<file path="config.mk">
export PLATFORM = sky130hd
export DESIGN_NAME = ram_seq_ctrl
export DESIGN_NICKNAME = d
export VERILOG_FILES = /design/src/rtl/ram_pkg.sv /design/src/rtl/dwell_timer.sv /design/src/rtl/ram_seq_ctrl.sv
export SDC_FILE = /design/constraint.sdc
export NUM_CORES = 1
export LEC_CHECK = 0
export ABC_AREA = 1
export CORE_MARGIN = 1
export CORE_UTILIZATION = 50
export CTS_CLUSTER_DIAMETER = 40
export DETAILED_ROUTE_END_ITERATION = 10
export PLACE_DENSITY = 0.78
export SLEW_MARGIN = 10
export SYNTH_ARGS = -nofsm -noshare
export SYNTH_HDL_FRONTEND = slang
export SYNTH_SLANG_ARGS = --single-unit
</file>
<file path="constraint.sdc">
create_clock -name clk_i -period 1.4 [get_ports clk_i]
set_input_delay 0.28 -clock clk_i [delete_from_list [all_inputs] [get_ports clk_i]]
set_output_delay 0.28 -clock clk_i [all_outputs]
set_load 0.005 [all_outputs]
</file>
<file path="src/rtl/ram_pkg.sv">
// rtl/ram_pkg.sv - shared constants for the RAM fill/readback sequencer
package ram_pkg;

    localparam int DEPTH = 16;

    // Shown on the display in place of any readback word above 9
    localparam logic [3:0] NON_BCD = 4'hF;

    localparam logic [2:0] S_IDLE   = 3'd0;
    localparam logic [2:0] S_FILL   = 3'd1;
    localparam logic [2:0] S_RD_REQ = 3'd2;
    localparam logic [2:0] S_RD_CAP = 3'd3;
    localparam logic [2:0] S_HOLD   = 3'd4;
    localparam logic [2:0] S_DONE   = 3'd5;

    function automatic int unsigned addr_mod10(input int unsigned a);
        return a % 10;
    endfunction

endpackage

</file>
<file path="src/rtl/dwell_timer.sv">
// rtl/dwell_timer.sv - loadable down-counter flagging the last cycle of a dwell
module dwell_timer #(
    parameter int DWELL = 4
) (
    input  logic clk_i,
    input  logic rst_i,
    input  logic load_i,
    input  logic count_i,
    output logic tc_o
);
    localparam int CW = (DWELL > 1) ? $clog2(DWELL) : 1;
    localparam logic [CW-1:0] LOAD_VAL = CW'(DWELL - 1);

    logic [CW-1:0] cnt_q;

    // Loaded with DWELL-1 so that tc_o lands on the DWELL-th counting cycle
    always_ff @(posedge clk_i) begin
        if (rst_i) begin
            cnt_q <= '0;
        end else if (load_i) begin
            cnt_q <= LOAD_VAL;
        end else if (count_i && (cnt_q != '0)) begin
            cnt_q <= cnt_q - CW'(1);
        end
    end

    assign tc_o = count_i && (cnt_q == '0);

endmodule

</file>
<file path="src/rtl/ram_seq_ctrl.sv">
// rtl/ram_seq_ctrl.sv - fills a RAM with a digit pattern, then shows each word on a BCD display
module ram_seq_ctrl
    import ram_pkg::*;
#(
    parameter int ADDR_W = $clog2(DEPTH),
    parameter int DATA_W = 4,
    parameter int DWELL  = 2500000
) (
    input  logic              clk_i,
    input  logic              rst_i,
    input  logic              start_i,
    input  logic              mode_i,
    input  logic [DATA_W-1:0] data_i,
    output logic [ADDR_W-1:0] addr_o,
    output logic              wren_o,
    output logic              rden_o,
    output logic [DATA_W-1:0] dato_write_o,
    input  logic [DATA_W-1:0] dato_read_i,
    output logic [3:0]        bcd_o,
    output logic              busy_o,
    output logic              done_o,
    output logic              err_o
);
    logic [2:0]        state_q;
    logic [ADDR_W-1:0] addr_q;
    logic              mode_q;
    logic [DATA_W-1:0] fill_q;
    logic [3:0]        bcd_q;
    logic              err_q;
    logic              last_addr;
    logic              non_bcd;
    logic              dwell_tc;
    logic [DATA_W-1:0] fill_word;

    assign last_addr = &addr_q;
    assign non_bcd   = dato_read_i > DATA_W'(9);
    assign fill_word = mode_q ? fill_q : DATA_W'(addr_mod10(32'(addr_q)));

    dwell_timer #(.DWELL(DWELL)) u_dwell (
        .clk_i   (clk_i),
        .rst_i   (rst_i),
        .load_i  (state_q == S_RD_CAP),
        .count_i (state_q == S_HOLD),
        .tc_o    (dwell_tc)
    );

    always_ff @(posedge clk_i) begin
        if (rst_i) begin
            state_q <= S_IDLE;
            addr_q  <= '0;
            mode_q  <= 1'b0;
            fill_q  <= '0;
            bcd_q   <= '0;
            err_q   <= 1'b0;
        end else begin
            case (state_q)
                S_IDLE: begin
                    if (start_i) begin
                        state_q <= S_FILL;
                        mode_q  <= mode_i;
                        fill_q  <= data_i;
                        addr_q  <= '0;
                        err_q   <= 1'b0;
                    end
                end
                S_FILL: begin
                    if (last_addr) begin
                        state_q <= S_RD_REQ;
                        addr_q  <= '0;
                    end else begin
                        addr_q <= addr_q + ADDR_W'(1);
                    end
                end
                S_RD_REQ: state_q <= S_RD_CAP;
                // RAM data is valid here, one cycle after the read request
                S_RD_CAP: begin
                    bcd_q   <= non_bcd ? NON_BCD : dato_read_i[3:0];
                    state_q <= S_HOLD;
                    if (non_bcd) begin
                        err_q <= 1'b1;
                    end
                end
                S_HOLD: begin
                    if (dwell_tc) begin
                        if (last_addr) begin
                            state_q <= S_DONE;
                        end else begin
                            state_q <= S_RD_REQ;
                            addr_q  <= addr_q + ADDR_W'(1);
                        end
                    end
                end
                S_DONE:  state_q <= S_IDLE;
                default: state_q <= S_IDLE;
            endcase
        end
    end

    assign addr_o       = addr_q;
    assign wren_o       = (state_q == S_FILL);
    assign rden_o       = (state_q == S_RD_REQ);
    assign dato_write_o = wren_o ? fill_word : '0;
    assign bcd_o        = bcd_q;
    assign busy_o       = (state_q != S_IDLE);
    assign done_o       = (state_q == S_DONE);
    assign err_o        = err_q;

endmodule

</file>
==> results.toml, run 1 <==
[yosys]
synth_cells = 357
synth_cell_types = 37
synth-seq-cells = 39
synth.avg_cell_area_sq_um = 6.757
ys_seq_area_share_pct = 32.37
synth_flop_cell = "dfxtp_1"
synth_edf_count = 0
syn-num-nets = 375
yosysWarnings = 0
ys_async_sr_fraction_pct = 0
synth.cell_area_sq_um = 2412

[clock_tree]
htreeDepth = 2
cts_hold_buffers = 0
numCtsBuffers = 5
root_buffer = "clkbuf_8"
clock_path_buffers = 2
cts.sinks = 39

[outcome]
stop_stage = "5_1_grt"
status = "aborted with a tool error"
tool.error = "[ERROR DPL-0038] Utilization greater than 100%, impossible to legalize"

[sta]
grt-worst-endpoint = "dato_write_o[1]"
endpoint_type = "output port"

[floorplan]
io-pin-count = 29
die_h_um = 71.46
num_rows = 24
die_x_um = 71.46
initial_core_util_pct = 53.56

[placed_design]
dp_hpwl_mm = 5.039
finalWeightedCongestion = 0.8904
dpl.cell_count = 509
port_buffers = 28

[grt]
grt_max_degree = 14
==> through the flow <==
stage	area (sq um)	worst slack [ns]	TNS (ns)	hold WS [ns]	util, %
floorplan	2432	-0.002181	-0.002181	0.4244	-
detailed placement	3319	-0.5312	-5.389	0.4467	73.69
global placement	3319	-0.4357	-4.185	0.4414	73.69
CTS	4060	-0.3761	-3.038	0.4588	90.14
==> synth_stat cells, types with 2 or more instances <==
| library cell | number | area share, % |
|---|---|---|
| a211oi_1 | 3 | 0.93 |
| a21oi_1 | 24 | 5.0 |
| buf_12 | 2 | 1.7 |
| clkbuf_1 | 5 | 0.78 |
| dfxtp_1 | 39 | 32 |
| ha_1 | 6 | 3.1 |
| inv_1 | 48 | 7.5 |
| inv_2 | 2 | 0.31 |
| nand2_1 | 76 | 12 |
| nand3_1 | 33 | 6.8 |
| nand3_2 | 2 | 0.83 |
| nand3_4 | 2 | 1.5 |
| nand4_1 | 8 | 2.1 |
| nor2_1 | 50 | 7.8 |
| nor2_2 | 3 | 0.78 |
| nor3_1 | 3 | 0.62 |
| nor3_2 | 2 | 0.83 |
| o211ai_1 | 2 | 0.62 |
| o21ai_0 | 13 | 2.7 |
| o221a_2 | 3 | 1.4 |
| xnor2_1 | 6 | 2.2 |
| xor2_1 | 10 | 3.6 |
==> cells by family after synthesis <==
logic type | Yosys count | synth area share, %
AOI/OAI and AO/OA | 52 | 12.76
buffers and inverters | 60 | 11.15
and+or+nand+nor | 184 | 34.80
xor gates and xnor gates | 16 | 5.809
adders and majority gates | 6 | 3.112
DFF | 39 | 32.37
==> what timing repair did <==
item / in CTS
cloned: 1
pin swaps: 67
resized for setup: 182
setup buffers: 26
endpoints found under the setup margin: 47
==> inputs of run 2 (changes only) <==
CORE_UTILIZATION = 40   (was 50)
CTS_CLUSTER_DIAMETER = not set   (was 40)
PLACE_DENSITY = not set   (was 0.78)
PLACE_DENSITY_LB_ADDON = 0.15   (was not set)
clock period = 1.8 ns   (was 1.4 ns; I/O delays follow)
==> run 2 against run 1 <==
- the flow now finishes, with violations (negative setup slack)
- synthesized cell count unchanged
- area after synthesis is the same
==> results.toml, run 2 <==
[outcome]
status = "finished with violations"
failed_checks = "negative setup slack"

[setup_path]
crit_fanout = 2
critPathArrivalTime_ns = 1.48
worstSetupEndpointType = "output port"
path_class = "reg -> out"
worstPathRequired_ns = 1.44
setup.worst_path.start_class = "register"

[clock_tree]
clk_pin_slew_ns = 0.09
cts_tree = "done"
numCtsBuffers = 5
insertion_delay_ns = 0.30
root_buffer = "clkbuf_8"
htreeDepth = 2
cts.sinks = 39
clock_path_buffers = 2

[grt]
gr-usage-met3_pct = 3.429
grt_max_degree = 23
met2_usage_pct = 31.54
grt_overflow = 0
grt_busiest_layer = "met2"
grt_pass1_vias = 2185
grt_usage_pct = 19.76
grt_pass1_wl_mm = 9.867
grtUsageMet1_pct = 27.45
antenna_found_initial = 0

[power_and_ir_drop]
leakage_uw = 0.001515
p_per_area_nw_per_um2 = 764.1
p_total_uw = 2355
peakVddDrop_uv = 694.3

[yosys]
ys_async_sr_fraction_pct = 0
synth-seq-cells = 39
yosysTopAreaCellShare_pct = 32.37
synth.cell_area_sq_um = 2412
yosysWarnings = 0
synth_top_area_cell = "dfxtp_1"
synth.avg_cell_area_sq_um = 6.757
syn-num-nets = 375
ys_seq_area_share_pct = 32.37
synth_area_leaders = "dfxtp_1 (32%), nand2_1 (12%), nor2_1 (7.8%)"
synth_cell_types = 37
synth_flop_cell = "dfxtp_1"
synth_edf_count = 0
synth_cells = 357
synth.most_common_cell = "nand2_1"
synth_top_cells_by_count = "nand2_1 (76), nor2_1 (50), inv_1 (48)"

[routing]
drc_errors = 0
ant_nets = 0
viasPerCell = 4.914
drtIter0Drc = 98
avgRoutedWirePerCell_um = 11.99
vias = 2388
drt_first_pass_iters = 4
drt_wl_total_mm = 5.826

[cells_and_area]
nFillCells = 602
final_util_pct = 54.30
mostFrequentLayoutCells = "nand2_1 (75), nor2_1 (48), inv_1 (45)"
mostFrequentLayoutCell = "nand2_1"
largest_reg_flops = 22
drive_above_1_share_pct = 18.36
nNetsFinal = 431
largest-register = "u_dwell.cnt_q"
area_growth_pct = 27.75
antennaDiodeCount = 0

[floorplan]
die_area_sq_um = 6346
die_x_um = 79.66
num_rows = 27
coreArea_sq_um = 5675
die_h_um = 79.66
initial_core_util_pct = 42.50
io-pin-count = 29

[job]
maxCapViolCount = 0

[sta]
final_max_slew_viol_count = 0
fin_ws_ns = -0.04000
worstMarginPinSlew_ns = 0.3388
finalClockSkew_ns = 0.01251
fmax_ghz = 0.5435
fin_crit_ns = 1.840
hold_slack_ns = 0.4673
fin_setup_tns_ns = -0.08157
setup_viol = 3
hold_viol = 0
slew_headroom_pct = 77.33
period_share_pct = 102.2
rsz0062_at_grt = "yes"

[worst_hold_path]
hp-class = "reg -> reg"

[placed_design]
dp_hpwl_mm = 4.467
finalWeightedCongestion = 0.8648
port_buffers = 28
pre_cts_ws_ns = -0.2100
-- run 2: cell counts after synthesis --
Identical to the previous run, type by type.
-- run 2: per-layer routing --
metal / wire length [um] / vias up
met5: 0 / -
met4: 35 / 0
met3: 226 / 4
met2: 2602 / 41
met1: 2962 / 1084
li1: - / 1259
-- run 2: repair_timing --
| action | CTS | global route |
|---|---|---|
| hold endpoints to repair | 0 | 0 |
| buffers inserted | 1 | 0 |
| gates resized for setup | 31 | 15 |
| hold buffers | 0 | 0 |
| pin swaps | 6 | 10 |
| endpoints found under the setup margin | 8 | 12 |
-- run 2: kinds of logic (layout without fill, tap and decap cells) --
family | count (synthesis) | after routing | share of synthesized area, %
AO/OA/AOI/OAI | 52 | 52 | 12.76
XOR/XNOR | 16 | 16 | 5.809
flip-flops | 39 | 39 | 32.37
AND/OR/NAND/NOR | 184 | 184 | 34.80
buffers and inverters | 60 | 117 | 11.15
adder cells (fa/ha/maj) | 6 | 6 | 3.112
-- run 2: path summary, 6_finish.rpt --
check              startpoint               end  slack, ns  cells past startpoint
max                 addr_o[0]   dato_write_o[3]      -0.04                      7
min                 fill_q[3]         fill_q[3]       0.47                      2
max reg2reg  u_dwell.cnt_q[0]  u_dwell.cnt_q[9]       0.15                     10
min reg2reg         fill_q[3]         fill_q[3]       0.47                      2
-- run 2: area by class of cell --
class,count,area [sq um],area share (%)
clock buffers,5,68.82,2.233
inverters,51,193.9,6.293
multi-input cells,258,1403,45.51
repair buffers,58,491.7,15.96
well taps,72,90.09,2.923
clock inverters,3,43.79,1.421
flip-flops and latches,39,790.8,25.66
-- run 2: metrics by stage --
stage	area [sq um]	cells
5_1_grt	3082	486
6_report	3082	486
3_3_place_gp	2923	477
2_1_floorplan	2412	357
4_1_cts	3048	486
3_5_place_dp	2923	477
-- run 2: worst max-delay path, stage by stage (launching register included) --
cell and delay, ns:
dfxtp_2 0.34, inv_2 0.05, ha_4 0.14, nand3b_1 0.18
nand2_1 0.10, a21oi_1 0.06, a211oi_1 0.17, buf_2 0.15
-- run 2: report_power, final --
group | internal [uW] | switching, uW | total (uW)
clock network | 413 | 331 | 744
registers | 906 | 32.3 | 939
logic | 306 | 365 | 672
total | 1630 | 729 | 2350
Power figures use the tool's default switching activity.
